[src/rtl/add_sub_serial.sv]
// add_sub_serial
//   Bit-serial adder/subtractor. One full-adder stage processes one operand
//   bit per clock, LSB first. Subtraction is done as A + ~B + 1 by inverting
//   B at accept time and seeding the carry register with 1.
//
// Ports
//   clk    in   rising-edge clock
//   rst_n  in   asynchronous active-low reset
//   start  in   request a new operation (accepted in IDLE or DONE)
//   sub    in   0: A+B, 1: A-B (sampled with start)
//   A, B   in   WIDTH-bit operands (sampled with start)
//   busy   out  high while bits are being processed
//   done   out  one-cycle pulse when S/C/V are valid
//   S      out  WIDTH-bit result, held until the next accepted start
//   C      out  carry out of MSB (for subtract: 1 = no borrow)
//   V      out  two's-complement overflow
//
// state | meaning
// IDLE  | waiting for start
// RUN   | one operand bit per clock, WIDTH cycles
// DONE  | results valid, done pulse; start here chains the next operation
module add_sub_serial #(
  parameter int WIDTH = 4
) (
  input  logic             clk,
  input  logic             rst_n,
  input  logic             start,
  input  logic             sub,
  input  logic [WIDTH-1:0] A,
  input  logic [WIDTH-1:0] B,
  output logic             busy,
  output logic             done,
  output logic [WIDTH-1:0] S,
  output logic             C,
  output logic             V
);

  localparam int CW = (WIDTH > 1) ? $clog2(WIDTH) : 1;

  typedef enum logic [1:0] {
    IDLE = 2'd0,
    RUN  = 2'd1,
    DONE = 2'd2
  } state_t;

  state_t           state;
  state_t           state_nxt;
  logic [WIDTH-1:0] a_sr;
  logic [WIDTH-1:0] b_sr;
  logic             carry;
  logic [CW-1:0]    cnt;

  logic accept;
  logic last_bit;
  logic sum_bit;
  logic carry_out;

  assign accept    = start && ((state == IDLE) || (state == DONE));
  assign last_bit  = (cnt == CW'(WIDTH - 1));
  assign sum_bit   = a_sr[0] ^ b_sr[0] ^ carry;
  assign carry_out = (a_sr[0] & b_sr[0]) | (carry & (a_sr[0] ^ b_sr[0]));

  // state register
  always_ff @(posedge clk or negedge rst_n) begin
    if (!rst_n) begin
      state <= IDLE;
    end else begin
      state <= state_nxt;
    end
  end

  // next-state logic
  always_comb begin
    state_nxt = state;
    case (state)
      IDLE:    if (start) state_nxt = RUN;
      RUN:     if (last_bit) state_nxt = DONE;
      DONE:    state_nxt = start ? RUN : IDLE;
      default: state_nxt = IDLE;
    endcase
  end

  // outputs
  always_comb begin
    busy = (state == RUN);
    done = (state == DONE);
  end

  // serial datapath
  always_ff @(posedge clk or negedge rst_n) begin
    if (!rst_n) begin
      a_sr  <= '0;
      b_sr  <= '0;
      carry <= 1'b0;
      cnt   <= '0;
      S     <= '0;
      C     <= 1'b0;
      V     <= 1'b0;
    end else if (accept) begin
      a_sr  <= A;
      b_sr  <= B ^ {WIDTH{sub}};
      carry <= sub;
      cnt   <= '0;
      S     <= '0;
    end else if (state == RUN) begin
      a_sr  <= {1'b0, a_sr[WIDTH-1:1]};
      b_sr  <= {1'b0, b_sr[WIDTH-1:1]};
      carry <= carry_out;
      // sum enters at the MSB so bit 0 ends up in S[0] after WIDTH shifts
      S     <= {sum_bit, S[WIDTH-1:1]};
      if (last_bit) begin
        C <= carry_out;
        // carry into the MSB is the carry register on this cycle
        V <= carry ^ carry_out;
      end else begin
        cnt <= cnt + 1'b1;
      end
    end
  end

endmodule
[config.mk]
export PLATFORM = sky130hd
export DESIGN_NAME = add_sub_serial
export DESIGN_NICKNAME = d
export VERILOG_FILES = /design/src/rtl/add_sub_serial.sv
export SDC_FILE = /design/constraint.sdc
export NUM_CORES = 1
export LEC_CHECK = 0
export BUFFER_PORTS_ARGS = -buffer_cell sky130_fd_sc_hd__buf_2
export CELL_PAD_IN_SITES_DETAIL_PLACEMENT = 0
export CELL_PAD_IN_SITES_GLOBAL_PLACEMENT = 1
export CORE_MARGIN = 2
export CORE_UTILIZATION = 43
export DETAILED_ROUTE_END_ITERATION = 8
export GPL_TIMING_DRIVEN = 0
export PLACE_DENSITY = 0.86
export SLEW_MARGIN = 30
export SYNTH_ARGS = -nofsm -noshare
export SYNTH_HDL_FRONTEND = slang
export SYNTH_SLANG_ARGS = --single-unit
[constraint.sdc]
create_clock -name clk -period 3.4 [get_ports clk]
set_input_delay 0.68 -clock clk [delete_from_list [all_inputs] [get_ports clk]]
set_output_delay 0.68 -clock clk [all_outputs]
set_load 0.005 [all_outputs]
==> results.json <==
{
  "grt_first_pass_wirelength_um": 2740,
  "reg2reg_depth": 4,
  "synth_compound_area_frac": 0.153,
  "overflow": 0,
  "ios": 20,
  "synth_area_sq_um": 876,
  "status": "finished, final reports clean",
  "die_height_um": 49.1,
  "place_ws_ps": 1780,
  "setup_ws_ps": 1450,
  "cts_post_setup_buffers_inserted": 0,
  "seqPwrFrac": 0.428,
  "wirelength_um": 1570,
  "synth_area_leader_cell": "dfrtp_1",
  "initial_core_util": 0.451,
  "r2r_end": "carry$_DFFE_PN0P_",
  "drt_iter0_markers": 12,
  "synth_seq_cells": 19,
  "clk_latency_ps": 290,
  "nets": 113,
  "io_buffers": 18,
  "synth-simple-area-share": 0.144,
  "end_kind": "primary output",
  "drive_gt1_frac": 0.286,
  "synthAdderAreaFrac": 0.0371,
  "final_max_slew_viol_count": 0,
  "finalSetupTns_ps": 0,
  "crit_type": "reg2out",
  "drtAntennaViolNets": 0,
  "cts-root-buf": "clkbuf_4",
  "arrival_ps": 1270,
  "synthXorXnorAreaFrac": 0.0600,
  "antenna_cells": 0,
  "pwr-share-clk": 0.124,
  "period_share": 0.574,
  "cts.sinks": 19,
  "rows": 16,
  "ctsHoldBuffers": 0,
  "total_leakage_power_nw": 0.501,
  "clkTransAtPathRegs_ps": 100,
  "swShare": 0.374,
  "cp.required_ps": 2720,
  "max_freq_mhz": 512,
  "synth_edf_count": 0,
  "htreeDepth": 1,
  "maxSlewHeadroom": 0.719,
  "holdCritPathClass": "in2async",
  "yosysWarnings": 0,
  "area_delta_synth_final_pct": 17.1,
  "grtUsageTotal": 0.147,
  "yosysMostFrequentCell": "dfrtp_1",
  "synth_top_family_by_area": "compound AO/OA/AOI/OAI gates",
  "tightest_slew_ps": 422,
  "drc": 0,
  "hold_viol": 0,
  "cts_tree": "done",
  "p_switching_mw": 0.340,
  "wire_per_inst_um": 12.5,
  "peakVddDrop_mv": 0.399,
  "synth_cells": 76,
  "dp_hpwl_um": 1170,
  "grt_pass1_vias": 633,
  "synth-seq-area-share": 0.543,
  "avgSynthCellArea_sq_um": 11.5,
  "synth_ff_type": "dfrtp_1",
  "crit_fanout": 10,
  "gp_congestion": 0.709,
  "cts_resized": 0,
  "grt_start_max_net_pins": 20,
  "drtPass1Iterations": 4,
  "rsz0062_at_grt": "false",
  "p_per_area_mw_per_mm2": 885,
  "fin_crit_ps": 1950,
  "synthMuxAreaShare": 0.0129,
  "maxCapViolations": 0,
  "combPwrFrac": 0.448,
  "internal_power_mw": 0.568,
  "antenna_found_initial": 0,
  "yosysTopAreaCellShare": 0.543,
  "synth.top_cells.by_count": "dfrtp_1, nand2_1, a22o_1",
  "avgViaCountPerCell": 5.18,
  "ys_top_cells_by_area": "dfrtp_1, a22o_1, a221o_1",
  "rrSetupSlack_ps": 2030,
  "synth-async-reset-ratio": 1.00,
  "r2r_start": "b_sr[0]$_DFFE_PN0P_",
  "power_mw": 0.908,
  "cts_buffer_depth": 2,
  "die_w_um": 49.1,
  "dieArea_sq_mm": 0.00241,
  "syn-num-nets": 90,
  "startpoint_type": "flip-flop",
  "numCtsBuffers": 3,
  "synth.distinct_cells": 30,
  "core_area_sq_mm": 0.00194,
  "setup_violations": 0,
  "finClkSkew_ps": 3.36,
  "via_count": 648
}
-- final cells by class --
class	count	area, sq um
fill	187	916
sequential	19	475
buffer	3	22.5
timing repair buffer	18	90.1
clock buffer	4	26.3
multi-input combinational	49	357
inverter	5	21.3
tap	27	33.8
-- layer usage --
layer	routed length, um	global-route usage	vias up
met5	0	0	-
met1	733	0.194	324
li1	-	-	305
met2	750	0.239	14
met4	24	0.0571	0
met3	59	0.0276	5
-- power groups by stage --
stage                     sequential (mW)  combinational, mW  clock [mW]
final                               0.388              0.407       0.112
after global routing                0.403              0.463       0.123
after CTS                           0.390              0.415       0.115
after detailed placement            0.395              0.412           0
after global placement              0.388              0.403           0
after floorplan                     0.384              0.305           0
-- cells in the final DEF (no fill, tap or decap), types with 4 or more instances in the layout --
cell type and n:
nand2_1 8, buf_2 18, inv_1 4, dfrtp_1 19, nor2_1 4, a22o_1 5
-- worst max-delay path by stage --
stage | start | endpoint | cells past startpoint
3_5_place_dp | state[1]$_DFFE_PN0P_ | busy | 4
6_report | state[1]$_DFFE_PN0P_ | busy | 4
3_3_place_gp | state[1]$_DFFE_PN0P_ | busy | 4
5_1_grt | state[1]$_DFFE_PN0P_ | busy | 4
2_1_floorplan | sub | b_sr[0]$_DFFE_PN0P_ | 4
4_1_cts | state[1]$_DFFE_PN0P_ | busy | 4
-- kinds of logic after synthesis --
logic type | after synthesis
xor gates and xnor gates | 6
DFF | 19
muxes | 1
AOI/OAI and AO/OA | 18
adders and majority gates | 2
and+or+nand+nor | 22
buffers and inverters | 8
-- per-stage QoR --
step                hold slack (ps)  utilization  cell area (sq um)  cells
detailed placement              482        0.515               1000    121
CTS                             315        0.528               1030    125
global placement                464        0.515               1000    121
finish                          306        0.528               1030    125
floorplan                       384            -                876     76
global route                    316        0.528               1030    125
-- sequential cells by signal, summed over array words and instances, names as in the netlist --
register / cells
V: 1
S: 4
b_sr: 4
C: 1
a_sr: 4
cnt: 2
state: 2
carry: 1
-- critical path, cell delays in order (launching register included) --
cell	delay (ps)
dfrtp_1	430
nand2b_4	200
inv_4	100
buf_6	140
buf_2	120
No activity file was read; power rests on OpenSTA's default activity.
